<file path="config.mk">
export PLATFORM = sky130hd
export DESIGN_NAME = move_recorder_flat
export DESIGN_NICKNAME = d
export VERILOG_FILES = /design/src/rtl/move_recorder_if.sv /design/src/rtl/move_recorder.sv /design/src/flat_wrapper.sv
export SDC_FILE = /design/constraint.sdc
export NUM_CORES = 1
export LEC_CHECK = 0
export ABC_AREA = 1
export BUFFER_PORTS_ARGS = -buffer_cell sky130_fd_sc_hd__buf_2
export CORE_MARGIN = 2
export CORE_UTILIZATION = 50
export CTS_CLUSTER_SIZE = 24
export DETAILED_ROUTE_END_ITERATION = 16
export GPL_ROUTABILITY_DRIVEN = 0
export PLACE_DENSITY = 0.85
export SYNTH_ARGS = -nofsm -noshare
export SYNTH_HDL_FRONTEND = slang
export SYNTH_SLANG_ARGS = --single-unit
</file>
<file path="constraint.sdc">
create_clock -name clk -period 2.25 [get_ports clk]
set_input_delay 0.1125 -clock clk [delete_from_list [all_inputs] [get_ports clk]]
set_output_delay 0.1125 -clock clk [all_outputs]
set_load 0.02 [all_outputs]
</file>
<file path="src/rtl/move_recorder_if.sv">
// Button inputs and packed move-sequence outputs of the move recorder.
interface move_recorder_if #(
  parameter int MAX_MOVES = 32
);
  logic [3:0]             btn_dir;
  logic                   btn_undo;
  logic                   btn_done;
  logic [2*MAX_MOVES-1:0] ord;
  logic [63:0]            cnt;
  logic                   comp;
  logic                   full;
  logic                   move_valid;
  logic [1:0]             move_code;

  modport master (
    output btn_dir, btn_undo, btn_done,
    input  ord, cnt, comp, full,
    input  move_valid, move_code
  );

  modport slave (
    input  btn_dir, btn_undo, btn_done,
    output ord, cnt, comp, full,
    output move_valid, move_code
  );
endinterface

</file>
<file path="src/rtl/move_recorder.sv">
// Debounces the push-buttons and records a 2-bit-per-move sequence
// with undo and commit for the display/browse block.
module move_recorder #(
  parameter int TICK_DIV  = 12,
  parameter int MAX_MOVES = 32
) (
  input logic            clk,
  input logic            rst,
  move_recorder_if.slave bus
);

  localparam int CW = $clog2(MAX_MOVES + 1);
  localparam int OW = 2 * MAX_MOVES;
  localparam int IW = $clog2(OW);

  typedef enum logic { REC, DONE } state_t;

  state_t              state;
  logic [TICK_DIV-1:0] tcnt;
  logic [5:0]          s;
  logic [5:0]          st;
  logic [OW-1:0]       ord_q;
  logic [CW-1:0]       count;
  logic                mv_valid;
  logic [1:0]          mv_code;

  logic                tick;
  logic [5:0]          raw;
  logic [5:0]          ev;
  logic [1:0]          dir_code;
  logic [IW-1:0]       wr_idx;
  logic [IW-1:0]       un_idx;
  logic                is_full;

  // raw bit order: done, undo, up, down, left, right
  assign raw     = {bus.btn_done, bus.btn_undo, bus.btn_dir};
  assign tick    = (tcnt == '0);
  assign ev      = raw & s & ~st;
  assign is_full = (count == CW'(MAX_MOVES));
  assign wr_idx  = IW'(2 * count);
  assign un_idx  = IW'(2 * (count - CW'(1)));

  always_comb begin
    dir_code = 2'd3;
    if (ev[3])      dir_code = 2'd0;
    else if (ev[2]) dir_code = 2'd1;
    else if (ev[1]) dir_code = 2'd2;
  end

  always_ff @(posedge clk) begin
    if (rst) begin
      state    <= REC;
      tcnt     <= '0;
      s        <= '0;
      st       <= '0;
      ord_q    <= '0;
      count    <= '0;
      mv_valid <= 1'b0;
      mv_code  <= 2'd0;
    end else begin
      tcnt     <= tcnt + 1'b1;
      mv_valid <= 1'b0;
      if (tick) begin
        s  <= raw;
        // stable value follows raw only when two samples agree
        st <= (raw & ~(raw ^ s)) | (st & (raw ^ s));
        priority case (1'b1)
          ev[5]: begin
            if (state == REC) begin
              if (count != '0) state <= DONE;
            end else begin
              ord_q <= '0;
              count <= '0;
              state <= REC;
            end
          end
          ev[4]: begin
            if (state == DONE) begin
              state <= REC;
            end else if (count != '0) begin
              ord_q[un_idx +: 2] <= 2'd0;
              count              <= count - CW'(1);
            end
          end
          (|ev[3:0]): begin
            if (state == REC && !is_full) begin
              ord_q[wr_idx +: 2] <= dir_code;
              count              <= count + CW'(1);
              mv_valid           <= 1'b1;
              mv_code            <= dir_code;
            end
          end
          default: ;
        endcase
      end
    end
  end

  assign bus.ord        = ord_q;
  assign bus.cnt        = 64'(count);
  assign bus.comp       = (state == DONE);
  assign bus.full       = is_full;
  assign bus.move_valid = mv_valid;
  assign bus.move_code  = mv_code;

endmodule

</file>
<file path="src/flat_wrapper.sv">
// flat-port wrapper written by rule: the top's interface ports become plain ports
module move_recorder_flat 
#(
  parameter int TICK_DIV  = 12,
  parameter int MAX_MOVES = 32
)
  (clk, rst, bus_btn_dir, bus_btn_undo, bus_btn_done, bus_ord, bus_cnt, bus_comp, bus_full, bus_move_valid, bus_move_code);
  move_recorder_if #(.MAX_MOVES(MAX_MOVES)) bus_i ();
  input logic clk;
  input logic rst;
  input wire logic [$bits(bus_i.btn_dir)-1:0] bus_btn_dir;
  input wire logic [$bits(bus_i.btn_undo)-1:0] bus_btn_undo;
  input wire logic [$bits(bus_i.btn_done)-1:0] bus_btn_done;
  output wire logic [$bits(bus_i.ord)-1:0] bus_ord;
  output wire logic [$bits(bus_i.cnt)-1:0] bus_cnt;
  output wire logic [$bits(bus_i.comp)-1:0] bus_comp;
  output wire logic [$bits(bus_i.full)-1:0] bus_full;
  output wire logic [$bits(bus_i.move_valid)-1:0] bus_move_valid;
  output wire logic [$bits(bus_i.move_code)-1:0] bus_move_code;
  assign bus_i.btn_dir = bus_btn_dir;
  assign bus_i.btn_undo = bus_btn_undo;
  assign bus_i.btn_done = bus_btn_done;
  assign bus_ord = bus_i.ord;
  assign bus_cnt = bus_i.cnt;
  assign bus_comp = bus_i.comp;
  assign bus_full = bus_i.full;
  assign bus_move_valid = bus_i.move_valid;
  assign bus_move_code = bus_i.move_code;
  move_recorder #(.TICK_DIV(TICK_DIV), .MAX_MOVES(MAX_MOVES)) u_core (.clk(clk), .rst(rst), .bus(bus_i));
endmodule
</file>
; ---- Word-level counts from Yosys, hierarchy flattened
; Cells that the tools add are included.
; Widths: inputs -> output; s select.
[op_classes]
n_eq_ne = 4
n_bitwise = 13
shifts = 4
mux = 24
add_sub_neg = 6
n_reduce_logical = 12
[op_table]
columns = op, count
row1 = $mux 64, 7
row2 = $bwmux 64, 2
row3 = $shift 2x8->64 const A, 2
row4 = $shiftx 2x8->64, 1
row5 = $shiftx 2x8->64 const A, 1
row6 = $mux 6, 7
row7 = $and 6x6->6, 4
row8 = $neg 6->8, 2
row9 = $add 12x1->12 const B, 1
row10 = $logic_not 12->1, 1
row11 = $not 6->6, 2
row12 = $add 6x1->6 const B, 1
row13 = $eq 6x6->1 const B, 1
row14 = $mux 1, 6
row15 = $or 6x6->6, 1
row16 = $reduce_and 6->1, 1
row17 = $reduce_bool 3->1, 2
row18 = $reduce_bool 6->1, 1
row19 = $sub 6x1->6 const B, 1
row20 = $xor 6x6->6, 1
row21 = $not 1->1, 5
row22 = $reduce_and 5->1, 1
row23 = $reduce_or 5->1, 1
row24 = $sub 5x1->5 const B, 1
row25 = other kinds (9), 10
[totals]
output_inout_bits = 133
in_bits = 8
register_bits = 98
wordCells = 71

; ---- Longest topological paths before layout
; Gate-level depths: netlist of the first run.
[depth]
depth_word = 11
ltp_mapped = 16
depth_no_buf = 16

; ---- Worst setup path before layout of the first run
; OpenSTA, ideal clock, no wires.
[synth_timing]
path_kind = reg2reg
from = register u_core.count[0]
to = register u_core.ord_q[40], in the netlist u_core.bus.ord[40]
slack_ps = -152
required_ps = 2118
stages_incl_launch_ff = 15
setup_time_ps = 132
path_buffers = 1
period_less_slack_ps = 2402
arrival_time_ps = 2270
path_cell_list = dfxtp_1 inv_2 ha_1 nand2_1 nor2_4 inv_1 nand2_1 nand2_4 buf_6 nor2_1 nand2_1 nand2_1 nand3_1 nand2_1 a21oi_1
[synth_via]
elab_chain_len = 8
elab_cells_between_ends = 22
cone_classes = 3 x add/sub / 2 x eq/ne / 4 x shift / 8 x mux / 5 x reduce/logical
[synth_rtl]
columns = element, line
row1 = from (decl), move_recorder.sv:23  ; logic [CW-1:0] count;
row2 = from (signal assigned), move_recorder.sv:82  ; count <= count - CW'(1);
row3 = from (signal assigned), move_recorder.sv:88  ; count <= count + CW'(1);
row4 = $sub 5x1->5, move_recorder.sv:41  ; assign un_idx = IW'(2 * (count - CW'(1)));
row5 = $neg 6->8, move_recorder.sv:81  ; ord_q[un_idx +: 2] <= 2'd0;
row6 = $shiftx 2x8->64 or $shift 2x8->64 (tied branches), move_recorder.sv:81
row7 = $bwmux 64, move_recorder.sv:81
row8 = $mux 64, move_recorder.sv:80  ; end else if (count != '0) begin
row9 = $mux 64, move_recorder.sv:78  ; if (state == DONE) begin
row10 = $mux 64 (2 in a row), move_recorder.sv:67  ; priority case (1'b1)
row11 = "to (signal, indexed assignment)", move_recorder.sv:87  ; ord_q[wr_idx +: 2] <= dir_code;
row12 = to (decl), move_recorder.sv:22  ; logic [OW-1:0] ord_q;
; Several ways; a longest one is shown, not always the timed one. The select of a mux whose other input is x is not followed.
; A chain may end at the register's enable or synchronous reset.

; ---- Worst setup path after layout of the first run
[layout_timing]
from = register u_core.count[1]
to = register u_core.ord_q[11], in the netlist u_core.bus.ord[11]
; Same word-level chain as after synthesis.

==> results of run 1 <==
==> worst min-delay path by stage <==
stage / from / endpoint / slack, ns
after floorplan: bus_btn_dir[1] / flop / 0.27
after global placement: rst / u_core.bus.move_valid / 0.33
after detailed placement: rst / u_core.bus.move_valid / 0.34
after CTS: bus_btn_dir[2] / flop / 0.03
after global routing: bus_btn_dir[2] / flop / 0.05
final: bus_btn_dir[3] / flop / 0.04
==> registers in the layout, indices dropped and copies added (netlist names), named ones only <==
name and cells:
u_core.s 6, u_core.bus.comp 1, u_core.bus.move_code 2, u_core.tcnt 12, u_core.bus.ord 64, u_core.bus.move_valid 1
u_core.count 6
==> layer usage <==
| layer | global-route usage, % | vias up | part of all wire [%] |
|---|---|---|---|
| li1 | - | 3273 | - |
| met1 | 32.4 | 2922 | 42 |
| met2 | 39.6 | 355 | 45 |
| met3 | 6.02 | 75 | 9.1 |
| met4 | 11.4 | 0 | 3.7 |
| met5 | 0 | - | 0 |
==> power breakdown <==
| group | total, mW | internal [mW] | switching, mW |
|---|---|---|---|
| Combinational | 1.99 | 0.597 | 1.39 |
| Clock | 1.40 | 0.745 | 0.656 |
| Sequential | 1.83 | 1.80 | 0.0348 |
| Total | 5.22 | 3.14 | 2.08 |
==> cells by family after synthesis <==
family          share of synthesized area [%]
other cells                            0.0594
fa+ha+maj                                3.88
compound gates                           10.2
simple gates                             39.1
flops                                    31.1
xor+xnor                                0.277
buf+inv                                  15.4
==> per-stage QoR <==
stage          cells  area, um^2
3_3_place_gp    1231        6860
3_5_place_dp    1231        6860
2_1_floorplan   1030        6530
6_report        1253        7290
4_1_cts         1251        7190
5_1_grt         1253        7290
==> worst reg2reg max path, stage by stage (launching register included) <==
cell and delay [ns]:
dfxtp_2 0.34, inv_2 0.07, ha_4 0.17, buf_4 0.13
nand2_1 0.11, nand2_4 0.11, nor2_4 0.19, inv_1 0.08
nand2_2 0.13, nand2_4 0.11, buf_12 0.15, nor2_4 0.09
nand2_2 0.07, a21oi_2 0.19, nand3b_1 0.10, a21oi_1 0.13
==> what timing repair did <==
item                       in CTS  in global routing
setup endpoints to repair      23                 66
hold buffers                    1                  0
pin swaps                       2                  3
setup buffers                   4                  1
hold endpoints to repair        1                  0
gates cloned                    0                  1
gates resized for setup         6                 27
==> cell usage in the layout, fill, tap and decap left out, types with 16 or more instances in the layout <==
cell type  count
buf_2         82
o21ai_0       26
inv_1         72
dfxtp_1       96
nor2_1       109
nor3_1        23
nand4_1       22
nand2_1      232
ha_1          16
a21oi_1       79
nand3_1      101
nor2_2        17
buf_4         46
conb_1        58
==> final cells by class <==
type / count / area (um^2)
Tap cell: 172 / 215
Clock buffer: 11 / 233
Fill cell: 1134 / 5180
Sequential cell: 98 / 1960
Multi-Input combinational cell: 753 / 3690
Inverter: 82 / 313
Clock inverter: 4 / 28.8
Timing Repair Buffer: 133 / 841
==> qor.yml, run 1 <==
critical_path:
  crit_start: "u_core.count[1]"
  crit_chain: "inv_2 -> ha_4 -> buf_4 -> nand2_1 -> nand2_4 -> nor2_4 -> inv_1 -> nand2_2 -> nand2_4 -> buf_12 -> nor2_4 -> nand2_2 -> a21oi_2 -> nand3b_1 -> a21oi_1"
  reg2reg_depth: 15
  cp.arrival_ns: 2.52
  crit_end: "u_core.bus.ord[11]"
  critical_path.top_delay_family: "simple AND/OR/NAND/NOR gates"
  startpoint_type: "flop"
  cp.depth: 15
  crit_path_end_kind: "flop"
  rr_endpoint: "u_core.bus.ord[11]"
  crit_buf_inv: 4
  worstPathMaxFanout: 7
  r2r-start: "u_core.count[1]"
  crit_path_top_delay_cell: "dfxtp_2"
  path_class: "flop to flop"
  r2r_slack_ns: 0.02
  required_ns: 2.54
  slowest_delay_ns: 0.34
power:
  powerDensity_nw_per_um2: 717
  vdd_drop_max_mv: 0.564
  power_mw: 5.22
  p_leak_nw: 3.29
cells_and_area:
  drive_gt1_share_pct: 19.7
  antenna_cells: 0
  syn2layout_area_growth_pct: 15.4
  final_net_count: 1104
  final_util_pct: 58.5
route:
  drt_iter0_drc: 694
  ant_nets: 0
  vias: 6625
  drt-pass1-iter-count: 11
  wl_per_cell_um: 13.7
  vias_per_cell: 5.29
  route.detailed.drc: 0
  routed_wl_um: 17200
sta:
  finalHoldViolCount: 0
  hold_slack_ns: 0.0376
  slew_headroom_pct: 65.8
  final-max-slew-violation-count: 0
  final.setup.worst_slack_ns: 0.0213
  timing.fmax_mhz: 449
  tns_ns: 0
  final.min_clock_period_ns: 2.23
  setup_viol: 0
  tightest_slew_ns: 0.513
  fin_skew_ns: 0.00620
  post-route-period-util_pct: 99.1
  rsz0062_at_grt: "true"
die:
  die_x_um: 116
  die_h_um: 116
  rows: 41
  core_um2: 12500
  start_util_pct: 50.7
  die_area_um2: 13500
  num_io_pins: 141
global_route:
  grt_pass1_wl_um: 26700
  grt_pass1_vias: 5696
  antenna_found_initial: 0
  grt_usage_pct: 25.0
  gr-total-overflow: 0
  grt_max_degree: 47
run_status:
  status: "completed"
logic_synthesis:
  ys_types: 36
  synth_area_um2: 6310
  ys_async_sr_fraction_pct: 0
  synth_seq_area_share_pct: 31.1
  synth_edf_count: 0
  netlist_top_cells_area: "dfxtp_1 31%, nand2_1 14%, nand3_1 8.2%"
  ys_ff_latch: 98
  ys.flop_type: "dfxtp_1"
  synth_top_cell_area_share_pct: 31.1
  syn_inst: 973
  synthTopCellsByCount: "236 x nand2_1, 121 x nor2_1, 103 x nand3_1, 98 x dfxtp_1, 80 x a21oi_1"
  yosysMostFrequentCell: "nand2_1"
  synth_area_leader_cell: "dfxtp_1"
  synth_area_per_cell_um2: 6.49
  yosys_warnings: 0
clocking:
  clk_path_buf_depth: 2
  cts_tree: "done"
  clock-sinks: 98
  clockRootBuffer: "clkbuf_16"
  cts-htree-levels: 3
  tritoncts.num_buffers: 9
  clk_latency_ns: 0.36
  clk_pin_slew_ns: 0.07
placement:
  hpwl_um: 12500
  buffer_ports.inserted: 82
  post-place-ws_ns: -0.117
run:
  cap_violations: 0
min_path:
  min_delay_path_depth: 3
  hold_path.class: "input port to flop"
Note: power is estimated with default switching activity, not from simulation.
==> run 2, diff against run 1 <==
--- a/config.mk
+++ b/config.mk
@@ -12,7 +12,7 @@
 export CTS_CLUSTER_SIZE = 24
 export DETAILED_ROUTE_END_ITERATION = 16
 export GPL_ROUTABILITY_DRIVEN = 0
-export PLACE_DENSITY = 0.85
+export PLACE_DENSITY = 0.88
 export SYNTH_ARGS = -nofsm -noshare
 export SYNTH_HDL_FRONTEND = slang
 export SYNTH_SLANG_ARGS = --single-unit
==> run 2 against run 1 <==
Compared with the run above: clock-buffer cell count did not move; critical path depth did not move; clock skew rose by 0.0044 ns; fmax rose by 1.6%; sequential share of layout area fell by 0.20 points; combinational power rose by 3%; hold slack got worse by 0.0016 ns; largest power group unchanged; critical path type unchanged; final cell count rose by 0.16%.
==> qor.yml, run 2 (same netlist as run 1, synthesis figures left out) <==
critical_path:
  worstPathMaxFanout: 13  # +6
  slowest_delay_ns: 0.34  # about the same
  crit_path_top_delay_cell: "dfxtp_2"
  required_ns: 2.53  # about the same
  critical_path.top_delay_family: "simple AND/OR/NAND/NOR gates"
  startpoint_type: "flop"
  crit_path_end_kind: "flop"
  path_class: "flop to flop"
  cp.arrival_ns: 2.48  # -0.04 ns
  crit_buf_inv: 4  # unchanged
  crit_chain: "inv_2 -> ha_4 -> buf_4 -> nand2_1 -> nand2_4 -> nor2_4 -> inv_1 -> nand2_2 -> nand2_8 -> buf_4 -> nor2_4 -> nand2_2 -> a21oi_2 -> nand3b_1 -> a21oi_1"
sta:
  timing.fmax_mhz: 456  # +1.6%
  hold_slack_ns: 0.0360  # -0.00163 ns
  setup_viol: 0  # unchanged
  post-route-period-util_pct: 97.5  # -1.5 points
  final-max-slew-violation-count: 0  # unchanged
  rsz0062_at_grt: "true"
  final.setup.worst_slack_ns: 0.0561  # +0.0349 ns
  final.min_clock_period_ns: 2.19  # -0.0349 ns
  finalHoldViolCount: 0  # unchanged
  fin_skew_ns: 0.0106  # +0.00440 ns
die:
  start_util_pct: 50.7  # unchanged
  core_um2: 12500  # unchanged
  die_area_um2: 13500  # unchanged
  num_io_pins: 141  # unchanged
  rows: 41  # unchanged
  die_h_um: 116  # unchanged
  die_x_um: 116  # unchanged
cells_and_area:
  antenna_cells: 0  # unchanged
  largest_reg_flops: 64  # unchanged
  final_cell_count_no_fill: 1255  # +0.16%
  syn2layout_area_growth_pct: 16.3
  final_net_count: 1105  # +0.091%
  final_cell_mix: "229 x nand2_1, 110 x nor2_1, 100 x nand3_1"
  final_common_cell: "nand2_1"
  drive_gt1_share_pct: 20.4  # +0.70 points
route:
  routed_wl_um: 17400  # +1.1%
  drt_iter0_drc: 600  # -14%
  drt-pass1-iter-count: 6  # -5
  ant_nets: 0  # unchanged
  wl_per_cell_um: 13.8  # +0.89%
  route.detailed.drc: 0  # unchanged
  vias: 6782  # +2.4%
  vias_per_cell: 5.40  # +2.2%
clocking:
  clockRootBuffer: "clkbuf_16"
  clk_pin_slew_ns: 0.07  # about the same
  tritoncts.num_buffers: 9  # unchanged
  cts_tree: "done"
  clk_latency_ns: 0.36  # about the same
  clk_path_buf_depth: 2  # unchanged
  clock-sinks: 98  # unchanged
  cts-htree-levels: 3  # unchanged
power:
  vdd_drop_max_mv: 0.624  # +10%
  powerDensity_nw_per_um2: 725  # +1.2%
  power_mw: 5.32  # +1.9%
  p_leak_nw: 3.32  # +1.0%
global_route:
  grt_usage_pct: 24.6  # -0.44 points
  grt_pass1_vias: 5808  # +2.0%
  antenna_found_initial: 0  # unchanged
  gr-total-overflow: 0  # unchanged
  grt_max_degree: 66  # +40%
  grt_pass1_wl_um: 26600  # -0.36%
placement:
  post-place-ws_ns: -0.132  # -0.0150 ns
  buffer_ports.inserted: 82  # unchanged
  hpwl_um: 12300  # -1.2%
  dp.cells: 1232  # +0.081%
run:
  cap_violations: 0  # unchanged
run_status:
  status: "completed"
min_path:
  hold_path.class: "input port to flop"
[run 2: cell count changes in the layout (fill, tap and decap cells not counted), sizes merged]
cell	before	now
nand2	252	251
clkinv	2	5
clkinvlp	2	0
clkbuf	11	12
dlygate4sd3	1	0
buf	132	134
[run 2: final timing paths]
| path | start | end | slack, ns | depth (start not counted) |
|---|---|---|---|---|
| hold reg to reg | u_core.bus.ord[39] | u_core.bus.ord[39] | 0.46 | 2 |
| setup / recovery | u_core.count[1] | u_core.bus.ord[11] | 0.06 | 15 |
| hold / removal | bus_btn_dir[2] | flop | 0.04 | 3 |
| setup reg to reg | u_core.count[1] | u_core.bus.ord[11] | 0.06 | 15 |
[run 2: final cells by class]
| class | instances | area (um^2) |
|---|---|---|
| timing repair buffer | 135 | 866 |
| inverter | 82 | 313 |
| multi-input combinational | 752 | 3710 |
| tap | 172 | 215 |
| sequential | 98 | 1960 |
| fill | 1129 | 5120 |
| clock inverter | 5 | 28.8 |
| clock buffer | 11 | 243 |
[run 2: layer usage]
metal,part of all wire [%],global-route usage (%),vias to the layer above
li1,-,-,3273
met1,40,31.6,3022
met2,45,39.3,402
met3,10,6.23,85
met4,4.4,10.6,0
met5,0,0,-
[run 2: metrics by stage]
step                       TNS [ns]  area [um^2]  util [%]
final                             0         7340      58.9
after global routing         -0.227         7340      58.9
after CTS                 -0.000862         7170      57.5
after detailed placement     -0.357         6870      55.1
after global placement      -0.0818         6870      55.1
after floorplan                   0         6530         -
[run 2: worst min-delay path, stage by stage]
cell and delay (ns):
buf_2 0.10, o31ai_1 0.07, nor2_1 0.07
[run 2: power by group]
part / internal, mW / switching [mW]
combinational: 0.622 / 1.42
sequential: 1.80 / 0.0347
clock: 0.777 / 0.670
[run 2: what timing repair did]
action / in CTS / in global routing
setup endpoints to repair: 9 / 68
cloned: 0 / 1
buffers inserted: 2 / 4
hold buffers: 0 / 0
gates resized for setup: 3 / 37
pin swaps: 1 / 5
==> run 3, diff against run 2 <==
--- a/config.mk
+++ b/config.mk
@@ -5,7 +5,6 @@
 export SDC_FILE = /design/constraint.sdc
 export NUM_CORES = 1
 export LEC_CHECK = 0
-export ABC_AREA = 1
 export BUFFER_PORTS_ARGS = -buffer_cell sky130_fd_sc_hd__buf_2
 export CORE_MARGIN = 2
 export CORE_UTILIZATION = 50
==> run 3 against run 2 <==
Compared with the run above: utilization rose by 9.6 points; total power rose by 1.4%; largest cell class unchanged; synthesized area fell by 2.2%; die area fell by 2.1%; the flow now finishes with violations (setup timing); global-route usage rose by 5.4 points; wire length rose by 26%; sequential cell count did not move; clock power rose by 19%; largest power group unchanged; via count rose by 5.9%; critical path depth fell by 3; critical endpoint is now u_core.bus.ord[54]; combinational power fell by 9%; final cell count fell by 10%.
==> qor.yml, run 3 <==
global_route:
  gr-total-overflow: 0  # unchanged
  grt_max_degree: 35  # -47%
  antenna_found_initial: 0  # unchanged
  grt_pass1_wl_um: 31700  # +19%
  grt_pass1_vias: 6499  # +12%
  grt_usage_pct: 30.0  # +5.4 points
logic_synthesis:
  ys_types: 73  # +100%
  syn_inst: 808  # -17%
  netlist_top_cells_area: "dfxtp_1 32%, a21oi_1 7.2%, buf_4 7.1%"
  synth_area_per_cell_um2: 7.64  # +18%
  yosysMostFrequentCell: "nand2_1"
  synthTopCellsByCount: "99 x nand2_1, 98 x dfxtp_1, 89 x a21oi_1, 59 x nor2_1, 58 x buf_4"
  synth_area_leader_cell: "dfxtp_1"
  synth_top_cell_area_share_pct: 31.8  # +0.70 points
  synth_edf_count: 0  # unchanged
  synth_area_um2: 6180  # -2.2%
  yosys_warnings: 0  # unchanged
  ys_ff_latch: 98  # unchanged
  synth_seq_area_share_pct: 31.8  # +0.70 points
  ys.flop_type: "dfxtp_1"
  ys_async_sr_fraction_pct: 0  # unchanged
clocking:
  clk_path_buf_depth: 2  # unchanged
  cts_tree: "done"
  clk_pin_slew_ns: 0.07  # about the same
  cts-htree-levels: 3  # unchanged
  clockRootBuffer: "clkbuf_16"
  clk_latency_ns: 0.36  # about the same
  clock-sinks: 98  # unchanged
  tritoncts.num_buffers: 9  # unchanged
cells_and_area:
  drive_gt1_share_pct: 33.8  # +13 points
  syn2layout_area_growth_pct: 33.3
  final_common_cell: "buf_4"
  final_cell_mix: "118 x buf_4, 98 x nand2_1, 92 x dfxtp_1"
  final_util_pct: 68.5  # +9.6 points
  fill_cells: 827  # -27%
  final_cell_count_no_fill: 1127  # -10%
  final_net_count: 1002  # -9.3%
  antenna_cells: 0  # unchanged
  largest_reg_flops: 64  # unchanged
power:
  powerDensity_nw_per_um2: 656  # -9.6%
  internal-power_mw: 3.52  # +10%
  power_mw: 5.40  # +1.4%
  power.switching_mw: 1.88  # -12%
  p_seq_share_pct: 33.6  # -0.8 points
  power_frac_comb_pct: 34.4  # -4.0 points
  p_leak_nw: 3.54  # +6.5%
  switching_share_pct: 34.8  # -5.2 points
  vdd_drop_max_mv: 0.461  # -26%
  clock_power_share_pct: 32.0  # +4.8 points
route:
  drt-pass1-iter-count: 7  # +1
  vias_per_cell: 6.37  # +18%
  vias: 7182  # +5.9%
  wl_met1_um: 7820  # +11%
  routed_wl_um: 21900  # +26%
  drt_iter0_drc: 1144  # +91%
  wl_per_cell_um: 19.5  # +41%
  dr.max_layer_used: "met4"
  ant_nets: 0  # unchanged
  wl_met3_um: 2570  # +46%
  route.met2.wl_um: 10100  # +30%
  route.detailed.drc: 0  # unchanged
sta:
  tightest_slew_ns: 0.749
  finalHoldViolCount: 0  # unchanged
  hold_slack_ns: 0.0227  # -0.0133 ns
  timing.fmax_mhz: 406  # -11%
  post-route-period-util_pct: 109  # +12 points
  final.min_clock_period_ns: 2.46  # +0.268 ns
  fin_skew_ns: 0.00955  # -0.00105 ns
  final-max-slew-violation-count: 0  # unchanged
  setup_viol: 39  # +39
  slew_headroom_pct: 50.0
  final.setup.worst_slack_ns: -0.212  # -0.268 ns
  rsz0062_at_grt: "true"
critical_path:
  crit_path_top_delay_cell: "dfxtp_4"
  worstPathMaxFanout: 7  # -6
  crit_path_frequent_cell: "buf_4"
  slowest_delay_ns: 0.40  # +0.06 ns
  crit_path_end_kind: "flop"
  startpoint_type: "flop"
  critical_path.top_delay_family: "compound AO/OA/AOI/OAI gates"
  crit_chain: "inv_8 -> ha_4 -> buf_12 -> xor2_2 -> buf_4 -> nor3b_1 -> nand2_1 -> a31oi_4 -> buf_4 -> a31oi_1 -> o21ai_1 -> a21oi_1"
  path_class: "flop to flop"
  crit_buf_inv: 4  # unchanged
  required_ns: 2.48  # -0.05 ns
  cp.arrival_ns: 2.69  # +0.21 ns
die:
  num_io_pins: 141  # unchanged
  die_x_um: 115  # -1.1%
  core_um2: 12000  # -3.6%
  rows: 40  # -2.4%
  die_h_um: 115  # -1.1%
  start_util_pct: 51.4  # +0.76 points
  die_area_um2: 13300  # -2.1%
run_status:
  violations: "setup timing"
  status: "finished with violations"
placement:
  buffer_ports.inserted: 82  # unchanged
  post-place-ws_ns: -0.221  # -0.0893 ns
  hpwl_um: 14400  # +17%
  dp.cells: 1094  # -11%
min_path:
  hold_path.class: "input port to flop"
run:
  cap_violations: 0  # unchanged
run 3: changes by cell type after synthesis, sizes merged, moves of 8 or more:
cell,change
nand2b,+11
xnor2,+8
inv,-69
nand3,-73
nor2,-70
clkbuf,+19
nor2b,+8
a21oi,+9
nand2,-152
nand4,-14
o21ai,+31
a31oi,+32
o31ai,+19
o311ai,+9
run 3: power groups by stage:
stage	clock network (mW)	registers, mW	logic (mW)
after floorplan	0	1.87	1.03
after global placement	0	1.85	1.46
final	1.73	1.81	1.86
after detailed placement	0	1.85	1.50
after global routing	1.79	1.81	1.93
after CTS	1.72	1.81	1.58
run 3: worst paths after layout:
check / to / slack (ns) / startpoint / cells past startpoint
max: u_core.bus.ord[54] / -0.21 / u_core.count[0] / 12
min: u_core.s[5] / 0.02 / bus_btn_done / 3
max reg2reg: u_core.bus.ord[54] / -0.21 / u_core.count[0] / 12
min reg2reg: u_core.bus.ord[21] / 0.46 / u_core.bus.ord[21] / 2
run 3: through the flow:
step	TNS (ns)	instance area, um^2
finish	-3.55	8230
global route	-7.05	8230
CTS	-0.137	7880
detailed placement	-2.08	7370
global placement	-0.339	7370
floorplan	-2.67	6620
run 3: layout make-up:
type	instances	area, um^2	share of cell area (%)
flip-flops and latches	98	1970	24.0
well taps	147	184	2.23
inverters	12	62.6	0.760
clock inverters	6	95.1	1.16
clock buffers	10	239	2.90
multi-input cells	641	4200	51.0
repair buffers	213	1480	18.0
run 3: logic make-up after synthesis:
family / count (synthesis) / share of synthesized area (%)
AND/OR/NAND/NOR: 283 / 22.8
AO/OA/AOI/OAI: 258 / 26.0
buffers and inverters: 126 / 12.0
flip-flops: 98 / 31.8
adder cells (fa/ha/maj): 19 / 3.97
XOR/XNOR: 17 / 2.41
multiplexers: 6 / 0.993
other: 1 / 0.0607
run 3: timing repair:
action | in CTS | in global routing
pin swaps | 13 | 19
hold buffers | 0 | 0
setup buffers | 8 | 9
resized for setup | 27 | 65
endpoints found under the setup margin | 40 | 70
run 3: worst min-delay path: stages:
cell     delay [ns]
buf_2          0.10
mux2i_1        0.06
nor2_1         0.07
run 3: routing by layer:
layer  GRT usage, %  vias to the layer above
li1               -                     3125
met1           36.2                     3248
met2           48.7                      629
met3           7.59                      180
met4           17.1                        0
met5              0                        -
